`config.mk`:
```
export PLATFORM = sky130hd
export DESIGN_NAME = rr_arbiter4
export DESIGN_NICKNAME = d
export VERILOG_FILES = /design/src/rtl/rr_arbiter4.sv
export SDC_FILE = /design/constraint.sdc
export NUM_CORES = 1
export LEC_CHECK = 0
export CAP_MARGIN = 30
export CORE_MARGIN = 5
export CORE_UTILIZATION = 52
export CTS_BUF_LIST = sky130_fd_sc_hd__clkbuf_8
export CTS_CLUSTER_SIZE = 28
export DETAILED_ROUTE_END_ITERATION = 6
export MAX_ROUTING_LAYER = met4
export PLACE_DENSITY = 0.82
export SYNTH_ARGS = -nofsm -noshare
export SYNTH_HDL_FRONTEND = slang
export SYNTH_SLANG_ARGS = --single-unit
```
`constraint.sdc`:
```
create_clock -name clock -period 2.4 [get_ports clock]
set_clock_uncertainty 0.15 [all_clocks]
set_input_delay 0.36 -clock clock [delete_from_list [all_inputs] [get_ports clock]]
set_output_delay 0.36 -clock clock [all_outputs]
set_load 0.02 [all_outputs]
```
`src/rtl/rr_arbiter4.sv`:
```
// Four-way round-robin arbiter with a registered one-hot grant, an encoded
// grant index and an optional hold timeout that rotates a long-running owner
// off the resource when other requesters are waiting.
module rr_arbiter4 #(
  parameter int MAX_HOLD = 8
) (
  input  logic       clock,
  input  logic       n_reset,
  input  logic [3:0] req,
  output logic [3:0] gnt,
  output logic [1:0] gnt_id,
  output logic       valid
);

  typedef enum logic {
    IDLE,
    GRANT
  } state_t;

  // With no timeout the hold counter simply saturates at its top value.
  localparam logic [7:0] HOLD_LIMIT = (MAX_HOLD == 0) ? 8'd255 : 8'(MAX_HOLD - 1);
  localparam bit TIMEOUT_EN = (MAX_HOLD != 0);

  state_t     state;
  state_t     state_next;
  logic [1:0] last;
  logic [1:0] last_next;
  logic [1:0] id_next;
  logic [3:0] gnt_next;
  logic [7:0] hold_cnt;
  logic [7:0] hold_next;
  logic [3:0] others;

  // Circular priority search: the first set bit after position 'from' wins.
  function automatic logic [1:0] search(input logic [3:0] vec, input logic [1:0] from);
    logic [1:0] idx;
    logic       found;
    search = from;
    found  = 1'b0;
    for (int k = 1; k <= 4; k++) begin
      idx = from + 2'(k);
      if (!found && vec[idx]) begin
        search = idx;
        found  = 1'b1;
      end
    end
  endfunction

  // Next owner, rotation pointer and hold counter from the sampled requests.
  always_comb begin
    state_next = state;
    id_next    = gnt_id;
    last_next  = last;
    hold_next  = hold_cnt;
    others     = req & ~gnt;
    case (state)
      IDLE: begin
        if (req != 4'b0000) begin
          state_next = GRANT;
          id_next    = search(req, last);
          last_next  = id_next;
          hold_next  = 8'd0;
        end
      end
      GRANT: begin
        if (!req[gnt_id]) begin
          if (req != 4'b0000) begin
            id_next   = search(req, last);
            last_next = id_next;
          end else begin
            state_next = IDLE;
            id_next    = 2'd0;
          end
          hold_next = 8'd0;
        end else if (TIMEOUT_EN && (hold_cnt == HOLD_LIMIT) && (others != 4'b0000)) begin
          id_next   = search(others, last);
          last_next = id_next;
          hold_next = 8'd0;
        end else if (hold_cnt != HOLD_LIMIT) begin
          hold_next = hold_cnt + 8'd1;
        end
      end
      default: begin
        state_next = IDLE;
        id_next    = 2'd0;
        hold_next  = 8'd0;
      end
    endcase
    gnt_next = (state_next == GRANT) ? (4'b0001 << id_next) : 4'b0000;
  end

  // State and output registers; last starts at 3 so requester 0 wins first.
  always_ff @(posedge clock or negedge n_reset) begin
    if (!n_reset) begin
      state    <= IDLE;
      gnt      <= 4'b0000;
      gnt_id   <= 2'd0;
      valid    <= 1'b0;
      last     <= 2'd3;
      hold_cnt <= 8'd0;
    end else begin
      state    <= state_next;
      gnt      <= gnt_next;
      gnt_id   <= id_next;
      valid    <= (state_next == GRANT);
      last     <= last_next;
      hold_cnt <= hold_next;
    end
  end

  // Grant is one-hot or zero and agrees with the encoded index.
  assert property (@(posedge clock) disable iff (!n_reset) $onehot0(gnt));
  assert property (@(posedge clock) disable iff (!n_reset)
                   valid |-> (gnt == (4'b0001 << gnt_id)));
  // Every owner was requesting at the edge that granted it.
  assert property (@(posedge clock) disable iff (!n_reset)
                   valid |-> (($past(req) & gnt) != 4'b0000));

endmodule

```
# Yosys cells after proc, flatten, opt, wreduce, memory -nomap -nowiden
# Index checks and enable logic that the tools add are counted.
[op_classes] reduce_logical=23 n_addsub=4 shifts=1 n_bitwise=3 mux=79 eq_ne=6 n_lt_le_gt_ge=5
[ops] operator="2-to-1 mux 1 bit" n=42
[ops] operator="2-to-1 mux 2 bit" n=19
[ops] operator="2-to-1 mux 8 bit" n=4
[ops] operator="binary-select mux 1 bit (select 2 bit)" n=9
[ops] operator="case mux 8 bit (2 select lines)" n=1
[ops] operator="< comparator 2 x 3 -> 1 bit, second input constant" n=5
[ops] operator="logical AND 1 bit" n=10
[ops] operator="zero test 1 bit" n=9
[ops] operator="adder 8 x 1 -> 8 bit, second input constant" n=1
[ops] operator="== test 8 x 3 -> 1 bit, second input constant" n=1
[ops] operator="inequality test 8 x 3 -> 1 bit, second input constant" n=1
[ops] operator="case mux 2 bit (2 select lines)" n=2
[ops] operator="nonzero test 4 bit" n=2
[ops] operator="adder 2 bit, second input constant" n=2
[ops] operator="AND 4 bit" n=1
[ops] operator="2-to-1 mux 4 bit" n=1
[ops] operator="inequality test 4 x 2 -> 1 bit, second input constant" n=1
[ops] operator="inverter 4 bit" n=1
[ops] operator="left shift 1 x 2 -> 4 bit, first input constant" n=1
[ops] operator="inequality test 3 x 1 -> 1 bit, second input constant" n=1
[ops] operator="inequality test 3 x 2 -> 1 bit, second input constant" n=1
[ops] operator="AND reduction 3 bit" n=1
[ops] operator="adder 2 x 1 -> 2 bit, second input constant" n=1
[ops] operator="inequality test 2 bit, second input constant" n=1
[ops] operator="other kinds (3)" n=3
[word_totals] in_bits=6 wordCells=126 register_bits=17

# Logic depth before layout (Yosys ltp)
# Gate-level depths: netlist of the first run.
[logic_depth] depth_word=28 mapped_depth=9

# Worst setup path after synthesis of the first run
# OpenSTA, ideal clock, no wires.
[synth_path] path_type="register -> register" startpoint="register hold_cnt[5]" endpoint="register gnt[1]" t_arrival_ps=2190 setup_time_ps=80 synth_period_minus_slack_ps=2420 setup_slack_ps=-20 stages_incl_launch_ff=8 cell_sequence="dfrtp_1 > or3_1 > or4_1 > buf_6 > nor2_2 > mux2_4 > a211oi_2 > nor3b_2"
[synth_between] elab_chain_len=7
[synth_rtl] element="start: declaration" line_no="30" source="logic [7:0] hold_cnt;"
[synth_rtl] element="start signal: assignment" line_no="107" source="hold_cnt <= hold_next;"
[synth_rtl] element="== test 8 x 3 -> 1 bit" line_no="75" source="end else if (TIMEOUT_EN && (hold_cnt == HOLD_LIMIT) && (others != 4'b0000)) begin"
[synth_rtl] element="logical AND 1 bit" line_no="75"
[synth_rtl] element="2-to-1 mux 2 bit" line_no="75"
[synth_rtl] element="2-to-1 mux 2 bit" line_no="66" source="if (!req[gnt_id]) begin"
[synth_rtl] element="case mux 2 bit (2 select lines)" line_no="56" source="case (state)"
[synth_rtl] element="left shift 1 x 2 -> 4 bit" line_no="89" source="gnt_next = (state_next == GRANT) ? (4'b0001 << id_next) : 4'b0000;"
[synth_rtl] element="2-to-1 mux 4 bit" line_no="89"
[synth_rtl] element="net gnt_next[1]" line_no="29" source="logic [3:0] gnt_next;"
[synth_rtl] element="end signal: assignment" line_no="103" source="gnt <= gnt_next;"
[synth_rtl] element="end: declaration" line_no="10" source="output logic [3:0] gnt,"
# The timed path passes the listed nets, and every way through them passes these cells.
# A chain may end at the register's enable or synchronous reset.

# Final worst setup path of the first run
[layout_path] startpoint="register hold_cnt[5]" endpoint="register gnt[0]"
# The elaborated chain is that of the path after synthesis.

==> results of run 1 <==
-- critical path, cell delays in order (launching register included) --
cell,delay (ns)
dfrtp_1,0.38
or3_4,0.40
or4_4,0.46
buf_4,0.18
o211ai_2,0.14
o21ai_1,0.08
o22a_2,0.28
and3_1,0.19
-- synth_stat cells, drive strengths merged, types with 3 or more instances --
master	n
dfrtp	15
nor3b	3
nor2b	5
and3	4
o21ai	17
nand2	10
a21o	3
inv	4
nor3	5
nand2b	6
nor2	10
a21oi	7
nand3	4
-- worst min-delay path by stage --
stage | from | to | slack (ns) | cells after the start
6_report | hold_cnt[7] | hold_cnt[7] | 0.34 | 1
5_1_grt | hold_cnt[7] | hold_cnt[7] | 0.38 | 1
4_1_cts | hold_cnt[7] | hold_cnt[7] | 0.34 | 1
3_5_place_dp | hold_cnt[7] | hold_cnt[7] | 0.32 | 1
3_3_place_gp | hold_cnt[7] | hold_cnt[7] | 0.32 | 1
2_1_floorplan | n_reset | gnt[0] | -0.09 | 0
-- what timing repair did --
action,4_1_cts,5_1_grt
pin swaps,1,4
buffers inserted,0,6
resized for setup,3,7
setup endpoints to repair,2,7
-- where the power goes --
part           leakage, nW  switching [mW]  total, mW  internal [mW]
logic                0.415           0.430      0.888          0.458
registers            0.215           0.117      0.498          0.381
clock network       0.0255          0.0980      0.213          0.115
total                0.656           0.645       1.60          0.954
-- per-stage QoR --
stage | instances | power, mW | setup WS, ns
3_3_place_gp | 179 | 1.29 | -0.114
6_report | 189 | 1.60 | 0.0345
3_5_place_dp | 179 | 1.32 | -0.122
4_1_cts | 183 | 1.53 | 0.00418
5_1_grt | 189 | 1.70 | -0.0660
2_1_floorplan | 129 | 1.02 | 0.0315
-- metal layers --
layer  track usage  vias up
met1         0.255      535
met4        0.0695        0
met5             -        -
met3        0.0204        3
li1              -      546
met2         0.271       32
-- registers in the layout (all words and copies together), names as in the netlist --
name      cells
state         1
hold_cnt      8
gnt_id        2
gnt           4
last          2
-- cells by family after synthesis --
kind of cell,after synthesis
compound gates,45
fa+ha+maj,1
flops,17
mux,3
simple gates,55
buf+inv,8
-- placed cells by master, fill, tap and decap left out, types with 3 or more instances in the layout --
cell type        instances
buf_4                   19
dfrtp_1                 15
clkdlybuf4s50_1         12
nand2_1                 10
o21ai_0                 10
nor2_1                   8
a21oi_1                  7
nand2b_1                 6
o21ai_1                  6
nor2b_1                  5
nor3_1                   4
inv_1                    4
and3_1                   4
nand3_1                  4
a21o_1                   3
clkbuf_8                 3
-- layout make-up --
type	instances	area (um^2)	share of cell area
multi-input cells	104	726	0.476
flip-flops and latches	17	428	0.281
repair buffers	32	274	0.180
clock buffers	3	41.3	0.0271
well taps	28	35.0	0.0230
inverters	4	15.0	0.00985
clock inverters	1	5.00	0.00328
==> out/metrics.cfg, run 1 <==
[place]
port_buffers = 12
dpl_cell_area_mm2 = 0.00141
dp_hpwl_mm = 2.13
gp_congestion = 0.868

[min_path]
hp-class = flop to flop

[route]
ant_nets = 0
wirelength_mm = 2.78
num_vias = 1116
wl_met2_mm = 1.34
post_drt_wl_per_cell_um = 14.7
firstDrtPassIters = 4
drt-met1-wl_mm = 1.29
highest_layer = met4
via_per_inst = 5.90
routed-wl-met3_um = 115
drt_iter0_drc = 39
drc = 0

[power]
p_per_area_mw_per_mm2 = 1050
irDropWorstVdd_mv = 0.966
p_leak_nw = 0.656

[clock_network]
cts-hold-fix-buffers = 0
cts.sinks = 17
cts_tree = built
clkLatencyLatePin_ns = 0.26
cts_htree_levels = 1
cts_buffer_depth = 2
cts_buffers = 3
cts_root_buf = clkbuf_8
clk_pin_slew_ns = 0.06

[grt]
grt_max_degree = 18
antenna_found_initial = 0
overflow = 0
grtUsageTotal = 0.183
grt_pass1_wl_mm = 4.64
grt_pass1_vias = 977

[synth]
async_flop_share = 1.00
syn_area_mm2 = 0.00117
muxShareOfSynthArea = 0.0407
synth_top_family_by_area = simple AND/OR/NAND/NOR gates
synth_ff_type = dfrtp_1
seq_area_frac_synth = 0.367
synthTopCellsByArea = dfrtp_1, o21ai_0, dfstp_2, nand2_1, nand2b_1
synth_edf_count = 0
netlist_instances = 129
synth_compound_area_frac = 0.270
yosysTopAreaCellShare = 0.322
synth_warnings = 0
synth_top_area_cell = dfrtp_1
ys_types = 48
syn_area_per_cell_um2 = 9.05
synth_seq_cells = 17
synthAdderAreaFrac = 0.0107
synth_xor_area_frac = 0
syn_nets = 136
yosys.area_share.simple = 0.279

[critical_path]
worstPathRequired_ns = 2.40
crit_end = gnt[0]
path_max_fanout = 5
reg2reg_to = gnt[0]
path_class = flop to flop
crit_start = hold_cnt[5]
worstSetupEndpointType = flop
reg2reg_depth = 7
critPathLaunchType = flop
reg2reg_setup_slack_ns = 0.03
crit_arrival_ns = 2.36
rr_startpoint = hold_cnt[5]

[die]
die_area_mm2 = 0.00329
ios = 13
fp.dieW_um = 57.4
row_count = 17
die_h_um = 57.4
start_util = 0.538
core_area_mm2 = 0.00217

[finish]
antennaDiodeCount = 0
fill_cells = 155
post-route-util = 0.702
stdcell_area_mm2 = 0.00152
nets = 169
synthToLayoutAreaGrowth_pct = 30.5
drive_above_1_share = 0.261

[sta]
fin_hold_ws_ns = 0.340
max-slew-margin-rel = 0.507
drv_slew = 0
tightest_slew_ns = 0.731
hold_violations = 0
grt_setup_unrepaired = true
fin_crit_ns = 2.37
fmax_ghz = 0.423
tns_ns = 0
setup_viol = 0
min_period_over_period = 0.986

[flow_run]
maxCapViolations = 0

[outcome]
status = completed

Power figures use the tool's default switching activity.
==> inputs of run 2 (changes only) <==
--- a/config.mk
+++ b/config.mk
@@ -7,7 +7,7 @@
 export LEC_CHECK = 0
 export CAP_MARGIN = 30
 export CORE_MARGIN = 5
-export CORE_UTILIZATION = 52
+export CORE_UTILIZATION = 55
 export CTS_BUF_LIST = sky130_fd_sc_hd__clkbuf_8
 export CTS_CLUSTER_SIZE = 28
 export DETAILED_ROUTE_END_ITERATION = 6
==> constraint.sdc (replaced) <==
create_clock -name clock -period 3.07 [get_ports clock]
set_clock_uncertainty 0.15 [all_clocks]
set_input_delay 0.4605 -clock clock [delete_from_list [all_inputs] [get_ports clock]]
set_output_delay 0.4605 -clock clock [all_outputs]
set_load 0.02 [all_outputs]
==> out/metrics.cfg, run 2 (synthesis gave the netlist of run 1 again) <==
[critical_path]
worstSetupEndpointType = flop
path_max_fanout = 6
critPathLaunchType = flop
crit_arrival_ns = 2.69
path_class = flop to flop
worstPathRequired_ns = 3.09

[sta]
hold_violations = 0
finalWorstSetupSlack_ns = 0.408
max-slew-margin-rel = 0.522
fin_crit_ns = 2.66
tns_ns = 0
fmax_ghz = 0.376
grt_setup_unrepaired = false
min_period_over_period = 0.867
tightest_slew_ns = 0.715
drv_slew = 0
setup_viol = 0

[finish]
final_common_cell = dfrtp_1
nets = 151
drive_above_1_share = 0.140
largest_reg_flops = 8
reg_top3 = hold_cnt x8, gnt x4
post-route-util = 0.679
antennaDiodeCount = 0
final_cell_mix = dfrtp_1, o21ai_0, clkdlybuf4s50_1, nand2_1, nor2_1
top_register = hold_cnt
synthToLayoutAreaGrowth_pct = 16.4

[route]
via_per_inst = 6.31
ant_nets = 0
drt_iter0_drc = 32
firstDrtPassIters = 4
post_drt_wl_per_cell_um = 15.8
drc = 0
wirelength_mm = 2.68
num_vias = 1072

[grt]
overflow = 0
antenna_found_initial = 0
grt_max_degree = 18
grt_pass1_vias = 997
grtUsageTotal = 0.185
grt_pass1_wl_mm = 4.57

[die]
row_count = 16
start_util = 0.583
fp.dieW_um = 56.1
ios = 13
die_h_um = 56.1
core_area_mm2 = 0.00200
die_area_mm2 = 0.00314

[outcome]
status = completed

[flow_run]
maxCapViolations = 0

[clock_network]
clk_pin_slew_ns = 0.07
cts_buffers = 3
cts.sinks = 17
cts_htree_levels = 1
cts_tree = built
cts_resized = 0
clkLatencyLatePin_ns = 0.25
cts_buffer_depth = 2
cts-hold-fix-buffers = 0
cts_root_buf = clkbuf_8
cts_setup_buffers = 0

[power]
p_per_area_mw_per_mm2 = 837
p_leak_nw = 0.564
irDropWorstVdd_mv = 0.544

[place]
dp_slack_ns = 0.200
gp_congestion = 0.893
dp_hpwl_mm = 2.04
port_buffers = 12

[min_path]
hp-class = flop to flop

[run 2: final cells by class]
class | count | area [um^2]
tap | 27 | 33.8
inverter | 4 | 15.0
multi-input combinational | 104 | 701
clock buffer | 3 | 41.3
clock inverter | 1 | 5.00
sequential | 17 | 428
timing repair buffer | 14 | 135
fill | 166 | 643
[run 2: path summary, 6_finish.rpt]
kind	start	end	slack, ns	cells past startpoint
max	hold_cnt[5]	gnt[1]	0.41	6
min	hold_cnt[7]	hold_cnt[7]	0.33	1
max reg2reg	hold_cnt[5]	gnt[1]	0.41	6
min reg2reg	hold_cnt[7]	hold_cnt[7]	0.33	1
max in group asynchronous	n_reset	gnt[1]	1.83	1
min in group asynchronous	n_reset	hold_cnt[3]	0.48	1
[run 2: metal layers]
metal  global-route usage  share of wire  up-vias
li1                     -              -      515
met1                0.243           0.47      525
met2                0.299           0.48       28
met3               0.0302          0.037        4
met4               0.0475         0.0097        0
met5                    -              0        -
[run 2: where the power goes]
group	switching [mW]	internal (mW)	total, mW	leakage [nW]
clock	0.0760	0.0901	0.166	0.0255
sequential	0.0912	0.298	0.389	0.215
combinational	0.309	0.272	0.582	0.324
[run 2: worst max-delay path, stage by stage (launching register included)]
cell and delay (ns):
dfrtp_1 0.42, or3_1 0.40, or4_1 0.59, nor2_2 0.16, mux2_4 0.31, a211oi_2 0.33, nor3b_2 0.22
[run 2: per-stage QoR]
| stage | cells | power [mW] | hold WS (ns) | area [um^2] |
|---|---|---|---|---|
| finish | 170 | 1.14 | 0.334 | 1360 |
| global route | 170 | 1.22 | 0.364 | 1360 |
| CTS | 170 | 1.14 | 0.333 | 1360 |
| detailed placement | 166 | 0.966 | 0.327 | 1310 |
| global placement | 166 | 0.949 | 0.317 | 1310 |
| floorplan | 129 | 0.785 | 0.0149 | 1170 |
